--- config.mk ---
export PLATFORM = sky130hd
export DESIGN_NAME = ov7670_stream_gen
export DESIGN_NICKNAME = d
export VERILOG_FILES = /design/src/rtl/ov7670_stream_gen.sv
export SDC_FILE = /design/constraint.sdc
export NUM_CORES = 1
export LEC_CHECK = 0
export CAP_MARGIN = 10
export CELL_PAD_IN_SITES_DETAIL_PLACEMENT = 0
export CELL_PAD_IN_SITES_GLOBAL_PLACEMENT = 1
export CORE_UTILIZATION = 40
export CTS_CLUSTER_SIZE = 28
export DETAILED_ROUTE_END_ITERATION = 8
export GPL_ROUTABILITY_DRIVEN = 0
export GPL_TIMING_DRIVEN = 0
export PLACE_DENSITY_LB_ADDON = 0.12
export RECOVER_POWER = 25
export SYNTH_ARGS = -nofsm -noshare
export SYNTH_HDL_FRONTEND = slang
export SYNTH_SLANG_ARGS = --single-unit
--- constraint.sdc ---
create_clock -name clk -period 3.95 [get_ports clk]
set_input_delay 0.79 -clock clk [delete_from_list [all_inputs] [get_ports clk]]
set_output_delay 0.79 -clock clk [all_outputs]
set_load 0.005 [all_outputs]
--- src/rtl/ov7670_stream_gen.sv ---
// OV7670 camera-side DVP transmitter model: pclk = clk/2, vsync/href/data launched on
// pclk falling edges, RGB565 test patterns sent high byte first.
module ov7670_stream_gen #(
  parameter int H_ACTIVE  = 640,
  parameter int H_BLANK   = 288,
  parameter int V_ACTIVE  = 480,
  parameter int VS_LINES  = 3,
  parameter int VBP_LINES = 17,
  parameter int VFP_LINES = 10,
  parameter int BAR_SHIFT = 7
) (
  input  logic        clk,
  input  logic        rst_n,
  input  logic        enable,
  input  logic [1:0]  mode,
  input  logic [15:0] solid_rgb,
  output logic        cam_pclk,
  output logic        cam_vsync,
  output logic        cam_href,
  output logic [7:0]  cam_data,
  output logic        frame_done,
  output logic [7:0]  frame_cnt
);

  localparam int L       = 2 * H_ACTIVE + H_BLANK;
  localparam int V_TOTAL = VS_LINES + VBP_LINES + V_ACTIVE + VFP_LINES;
  localparam int HW      = $clog2(L + 1);
  localparam int VW      = $clog2(V_TOTAL + 1);
  localparam logic [HW-1:0] H_LAST = HW'(L - 1);
  localparam logic [HW-1:0] H_HREF = HW'(2 * H_ACTIVE);

  typedef enum logic [2:0] {IDLE, VSYNC, VBP, ACTIVE, VFP} state_t;

  state_t        state, state_nxt;
  logic [HW-1:0] h, h_nxt;
  logic [VW-1:0] v, v_nxt, v_last;
  logic [1:0]    mode_q, mode_nxt;
  logic [15:0]   solid_q, solid_nxt;
  logic          vsync_nxt, href_nxt, done_nxt;
  logic [7:0]    data_nxt, cnt_nxt;
  logic [15:0]   x, y, pix;
  logic          fall;

  function automatic logic [VW-1:0] lines_last(input state_t s);
    case (s)
      VSYNC:   return VW'(VS_LINES - 1);
      VBP:     return VW'(VBP_LINES - 1);
      ACTIVE:  return VW'(V_ACTIVE - 1);
      default: return VW'(VFP_LINES - 1);
    endcase
  endfunction

  function automatic state_t phase_next(input state_t s);
    case (s)
      VSYNC:   return VBP;
      VBP:     return ACTIVE;
      ACTIVE:  return VFP;
      default: return IDLE;
    endcase
  endfunction

  function automatic logic [15:0] pattern(input logic [1:0] m, input logic [15:0] solid,
                                          input logic [15:0] px, input logic [15:0] py);
    logic [2:0] b;
    b = 3'(px >> BAR_SHIFT);
    case (m)
      2'd0:    return solid;
      2'd1:    return {{5{b[2]}}, {6{b[1]}}, {5{b[0]}}};
      2'd2:    return {py[7:0], px[7:0]};
      default: return (px[4] ^ py[4]) ? 16'hFFFF : 16'h0000;
    endcase
  endfunction

  // cam_pclk is about to go 1->0 on this edge: the only edge that launches new outputs
  assign fall = cam_pclk;

  always_comb begin
    state_nxt = state;
    h_nxt     = h;
    v_nxt     = v;
    mode_nxt  = mode_q;
    solid_nxt = solid_q;
    done_nxt  = 1'b0;
    cnt_nxt   = frame_cnt;
    v_last    = lines_last(state);
    if (fall) begin
      if (state == IDLE) begin
        if (enable) begin
          state_nxt = VSYNC;
          h_nxt     = '0;
          v_nxt     = '0;
          mode_nxt  = mode;
          solid_nxt = solid_rgb;
        end
      end else if (h != H_LAST) begin
        h_nxt = h + HW'(1);
      end else begin
        h_nxt = '0;
        if (v != v_last) begin
          v_nxt = v + VW'(1);
        end else begin
          v_nxt     = '0;
          state_nxt = phase_next(state);
          if (state == VFP) begin
            done_nxt = 1'b1;
            cnt_nxt  = frame_cnt + 8'd1;
            if (enable) begin
              state_nxt = VSYNC;
              mode_nxt  = mode;
              solid_nxt = solid_rgb;
            end
          end
        end
      end
    end
    // Outputs are decoded from the next position so they register on the same fall tick
    x         = 16'(h_nxt >> 1);
    y         = 16'(v_nxt);
    pix       = pattern(mode_nxt, solid_nxt, x, y);
    vsync_nxt = (state_nxt == VSYNC);
    href_nxt  = (state_nxt == ACTIVE) && (h_nxt < H_HREF);
    data_nxt  = 8'h00;
    if (href_nxt) data_nxt = h_nxt[0] ? pix[7:0] : pix[15:8];
  end

  always_ff @(posedge clk or negedge rst_n) begin
    if (!rst_n) begin
      cam_pclk   <= 1'b0;
      state      <= IDLE;
      h          <= '0;
      v          <= '0;
      cam_vsync  <= 1'b0;
      cam_href   <= 1'b0;
      cam_data   <= 8'h00;
      frame_done <= 1'b0;
      frame_cnt  <= 8'h00;
    end else begin
      cam_pclk   <= ~cam_pclk;
      state      <= state_nxt;
      h          <= h_nxt;
      v          <= v_nxt;
      cam_vsync  <= vsync_nxt;
      cam_href   <= href_nxt;
      cam_data   <= data_nxt;
      frame_done <= done_nxt;
      frame_cnt  <= cnt_nxt;
    end
  end

  // Frame settings are only consumed after a frame start has loaded them
  always_ff @(posedge clk) begin
    mode_q  <= mode_nxt;
    solid_q <= solid_nxt;
  end

endmodule

Word-level counts from Yosys, hierarchy flattened
Cells that the tools add are included.

cells by class
  equality and inequality tests = 12
  $add $sub $neg = 3
  multiplexer cells = 39
  magnitude comparators = 1
  reductions and logical operators = 5
  bitwise gates (word level) = 5

operator list
  cell                                                                    count
  16-bit two-way mux                                                      7
  16-bit case mux with 3 select lines                                     1
  11-bit two-way mux                                                      4
  9-bit two-way mux                                                       4
  9-bit case mux with 3 select lines                                      1
  8-bit two-way mux                                                       3
  3-bit two-way mux                                                       7
  2-bit two-way mux                                                       6
  11-bit by 1-bit adder with 11-bit output (second input constant)        1
  11-bit less-than comparator (second input constant)                     1
  11-bit inequality test (second input constant)                          1
  9-bit by 1-bit adder with 9-bit output (second input constant)          1
  3-bit by 2-bit equality test with 1-bit output (second input constant)  3
  9-bit inequality test                                                   1
  3-bit case mux with 3 select lines                                      1
  8-bit by 1-bit adder with 8-bit output (second input constant)          1
  3-bit by 1-bit equality test with 1-bit output (second input constant)  2
  1-bit two-way mux                                                       5
  5-bit AND reduction                                                     1
  2-bit inequality test (second input constant)                           2
  1-bit inverter                                                          4
  3-bit equality test (second input constant)                             1
  3-bit logical NOT                                                       1
  3-bit AND reduction                                                     1
  5 further kinds                                                         5

word-level totals
  logic and storage cells = 77
  bits of input ports = 21
  output and inout port bits = 20
  flip-flop bits (word level) = 61

Depth between registers and ports, before layout
  word-level depth = 12
  gate-level depth with buffers = 11
  depth with buffers taken out = 10

Worst setup path before layout
OpenSTA, ideal clock, no wires.

  path type = reg-to-reg
  start = reg h[0]
  end = reg cam_data[4]
  path buffers = 1
  clock period less this slack = 2924 ps
  library setup time = 87 ps
  setup slack = 1026 ps
  required time = 3863 ps
  stages on the path, launching flop included = 12
  data arrival time = 2837 ps
  path through = dfrtp_1 -> ha_1 -> nand4_2 -> or3_1 -> buf_2 -> a21oi_2 -> a21boi_2 -> nor2_4 -> mux2i_1 -> inv_2 -> a311o_1 -> a211oi_2

between the ends
  elaborated cells on any way between the ends = 29
  classes of those cells = add/sub: 1; order compare: 1; eq/ne: 4; mux: 20; bitwise: 1; reduce/logical: 2

RTL lines
  item                                         line  text
  start, declared                              35    logic [HW-1:0] h, h_nxt;
  start signal, assigned                       140   h <= h_nxt;
  11-bit inequality test (*)                   95    end else if (h != H_LAST) begin
  2-bit two-way mux (*)                        95
  2-bit two-way mux (*)                        87    if (state == IDLE) begin
  2-bit two-way mux (*)                        86    if (fall) begin
  named net mode_nxt[0]                        37    logic [1:0] mode_q, mode_nxt;
  2-bit equality test (tied with other cells)  66    case (m)
  16-bit case mux with 3 select lines (*)      66
  8-bit two-way mux (*) (2 in a row)           123   if (href_nxt) data_nxt = h_nxt[0] ? pix[7:0] : pix[15:8];
  named net data_nxt[4]                        40    logic [7:0] data_nxt, cnt_nxt;
  end signal, assigned                         144   cam_data <= data_nxt;
  end, declared                                20    output logic [7:0] cam_data,

Mark *: on every way through the listed nets, which the timed path passes. The rest lies on a longest branch. The select of a mux whose other input is x is not followed.
A chain may end at the register's enable or synchronous reset.

Worst setup path after layout
Ends and elaborated chain as after synthesis.

==> qor.log <==
[pwr] total power consumption of the routed design 1.24 mW
[sta] Peak Freq 0.273 GHz
[setup_path] startpoint of the most critical setup path h[0]
[synth] number of flops mapped to enable cells by yosys 0
[run_status] failing checks capacitance limit, slew limit
[worst_hold_path] Min-Delay Path Class flip-flop to flip-flop
[synth] register bit total from synthesis 61
[floorplan] standard-cell rows 34
[finish] antenna fix cells 0
[setup_path] worst flop-to-flop path startpoint h[0]
[clock_network] count of clock tree sinks 61
[floorplan] Core ar. 8640 µm²
[clock_network] CTS tree done
[pwr] leakage dissipation 1.76 nW
[synth] area of the mapped netlist 3550 µm²
[synth] count of warnings emitted by yosys 0
[detailed_routing] Routed WL 9870 µm
[clock_network] Hold-fix buffers, CTS 0
[synth] synthesized instance count 411
[grt] number of global-route vias before repair 2953
[finish] Filler cells 849
[placement] area post-placement 4090 µm²
[sta] setup violators final 0
[clock_network] Clock Tree Root sky130_fd_sc_hd__clkbuf_8
[synth] primary flip-flop cell chosen by synthesis mapping sky130_fd_sc_hd__dfrtp_1
[finish] fraction of layout instances using a drive strength above 1 0.116
[sta] total negative setup slack 0 ns
[floorplan] Die Wd 96.2 µm
[grt] antenna violations before repair 0
[synth] synthesized area per cell 8.64 µm²
[synth] cell type with the largest total area after synthesis sky130_fd_sc_hd__dfrtp_1
[sta] post-route worst hold slack 0.444 ns
[sta] worst setup skew after layout 0.0154 ns
[synth] largest cells by area after synthesis sky130_fd_sc_hd__dfrtp_1 30%, sky130_fd_sc_hd__dfxtp_1 10%, sky130_fd_sc_hd__nand2_1 7.5%, sky130_fd_sc_hd__nor2_1 4.8%, sky130_fd_sc_hd__o21ai_0 2.4%
[setup_path] CP endpoint kind flip-flop
[synth] sequential share of the synthesized area 0.405
[clock_network] clock latency at the later pin of the worst-skew pair 0.35 ns
[clock_network] post-CTS setup buffer count 0
[worst_hold_path] startpoint of the lowest-slack hold path solid_q[14]
[setup_path] Setup CP Type flip-flop to flip-flop
[placement] Placed Cells incl. Taps 559
[grt] total routing usage reported by global routing 0.228
[synth] fraction of synthesized cell area taken by the top area cell type 0.303
[synth] nets in the synthesized netlist 435
[finish] area grow syn2layout 20.3%
[setup_path] data arrival at the endpoint of the critical path 3.94 ns
[pwr] Power Density 289 nW/µm²
[sta] slew of the pin with the lowest slew margin 1.63 ns
[sta] minimum clock period after layout 3.67 ns
[setup_path] critical path startpoint category flip-flop
[grt] overall overflow remaining after global route 0
[synth] most instantiated cells after synthesis 71 x sky130_fd_sc_hd__nand2_1, 45 x sky130_fd_sc_hd__nor2_1, 43 x sky130_fd_sc_hd__dfrtp_1
[finish] count of nets after finishing 486
[finish] final cell count without fillers 575
[sta] setup repair after global routing missed its margin false
[clock_network] Max clock buf depth 2
[floorplan] Initial Utilization 0.411
[sta] Final Hold Fails 0
[floorplan] full die area 9250 µm²
[pwr] Peak supply drop 0.168 mV
[detailed_routing] vias 3276
[flow_run] max-cap violation count 1
[worst_hold_path] Hold Path Cell Cnt 2
[run_status] run status complete, but fails checks
[finish] Finished Cell Area 4270 µm²
[detailed_routing] remaining routing DRC violations 0
[clock_network] number of H-tree levels 3
[floorplan] I/O pin count 41
[placement] number of buffer cells added on primary ports 39
[clock_network] Resized Gates After CTS 0
[setup_path] reg2reg path depth 11
[grt] first-pass GRT wire length 15600 µm
[sta] max_slew headroom -0.0890
[sta] post-route clock period utilization 0.928
[setup_path] largest fanout on the critical path 7
[clock_network] total clock buffers created by CTS 9
[floorplan] height of the chip 96.2 µm
[detailed_routing] WL/cell 17.2 µm
[grt] maximum number of pins on one net before global-route repair 30
[setup_path] required time of the critical path 4.22 ns
[synth] post-synth cell types 75
[clock_network] clock-pin slew of the registers on the worst-case setup and hold paths 0.08 ns
[synth] most frequent cell after synthesis sky130_fd_sc_hd__nand2_1
[synth] post-synthesis async set-or-reset flop share 0.705
[detailed_routing] number of DRC violations after detailed-routing iteration 0 134
[detailed_routing] post-route antenna net violation count 0
[detailed_routing] vias per cell 5.70
[sta] Final Slew Violations 30
[placement] dpl hpwl 7470 µm
[detailed_routing] drt pass-1 iters 4
[power breakdown]
part / switching, mW / total [mW] / internal (mW)
Clock: 0.268 / 0.576 / 0.307
Sequential: 0 / 0.621 / 0.621
Combinational: 0.0201 / 0.0388 / 0.0187
[worst max-delay path: stages, from the launching register on]
cell and delay [ns]:
sky130_fd_sc_hd__dfrtp_1 0.41, sky130_fd_sc_hd__ha_1 0.24, sky130_fd_sc_hd__nand4_2 0.23, sky130_fd_sc_hd__or3_1 0.43, sky130_fd_sc_hd__buf_2 0.17, sky130_fd_sc_hd__a21oi_2 0.28
sky130_fd_sc_hd__a21boi_2 0.21, sky130_fd_sc_hd__nor2_4 0.28, sky130_fd_sc_hd__mux2i_1 0.65, sky130_fd_sc_hd__inv_2 0.15, sky130_fd_sc_hd__a311o_1 0.31, sky130_fd_sc_hd__a211oi_2 0.22
[layout by cell type, fill, tap and decap left out, types with 5 or more instances in the layout]
cell	count
sky130_fd_sc_hd__nor2_1	45
sky130_fd_sc_hd__nor3_1	16
sky130_fd_sc_hd__dfxtp_1	18
sky130_fd_sc_hd__clkbuf_8	10
sky130_fd_sc_hd__dfrtp_1	43
sky130_fd_sc_hd__nand2_1	71
sky130_fd_sc_hd__nand3_1	13
sky130_fd_sc_hd__clkdlybuf4s50_1	38
sky130_fd_sc_hd__clkbuf_1	13
sky130_fd_sc_hd__xor2_1	6
sky130_fd_sc_hd__buf_2	6
sky130_fd_sc_hd__a21o_1	5
sky130_fd_sc_hd__o21ai_0	17
sky130_fd_sc_hd__nand4_1	7
sky130_fd_sc_hd__xnor2_1	8
sky130_fd_sc_hd__a211oi_1	10
sky130_fd_sc_hd__nor4_1	6
sky130_fd_sc_hd__or3_1	5
sky130_fd_sc_hd__a21oi_1	9
sky130_fd_sc_hd__inv_1	11
sky130_fd_sc_hd__a31oi_1	7
[cells by family (layout without fill, tap and decap cells)]
| kind of cell | count (synthesis) | in the layout | share of synthesized area |
|---|---|---|---|
| XOR/XNOR | 14 | 14 | 0.0345 |
| flip-flops | 61 | 61 | 0.405 |
| adder cells (fa/ha/maj) | 3 | 3 | 0.0106 |
| AND/OR/NAND/NOR | 193 | 193 | 0.260 |
| multiplexers | 9 | 9 | 0.0278 |
| buffers and inverters | 32 | 88 | 0.0391 |
| AO/OA/AOI/OAI | 99 | 99 | 0.223 |
[metal layers]
metal | vias to the layer above | global-route usage | routed length, µm
met2 | 76 | 0.348 | 4530
met3 | 13 | 0.0395 | 419
li1 | 1596 | - | -
met1 | 1591 | 0.327 | 4790
met4 | 0 | 0.0709 | 129
met5 | - | 0 | 0
[area by class of cell]
class                      count  area, µm²  share of cell area
buffer                        20       93.8              0.0220
clock buffer                  10        138              0.0322
clock inverter                 6       61.3              0.0144
inverter                      12       45.0              0.0105
multi-input combinational    318       1970               0.462
sequential                    61       1440               0.336
tap                          108        135              0.0316
timing repair buffer          40        388              0.0908
[registers in the layout, indices dropped and copies added (netlist names)]
register,cells
solid_q,16
cam_vsync,1
state,3
frame_cnt,8
cam_pclk,1
cam_data,8
cam_href,1
mode_q,2
v,9
frame_done,1
h,11
[worst paths after layout]
kind                           endpoint  slack (ns)
max                         cam_data[4]        0.28
min reg2reg                 solid_q[14]        0.44
max reg2reg                 cam_data[4]        0.28
min in group asynchronous  frame_cnt[4]        0.50
min                         solid_q[14]        0.44
max in group asynchronous   cam_data[6]        1.46
[per-stage QoR]
step	utilization	setup slack [ns]
floorplan	-	1.03
finish	0.495	0.285
detailed placement	0.474	0.232
global route	0.495	0.0279
CTS	0.497	0.356
global placement	0.472	0.228
(Power assumes the default switching activity.)
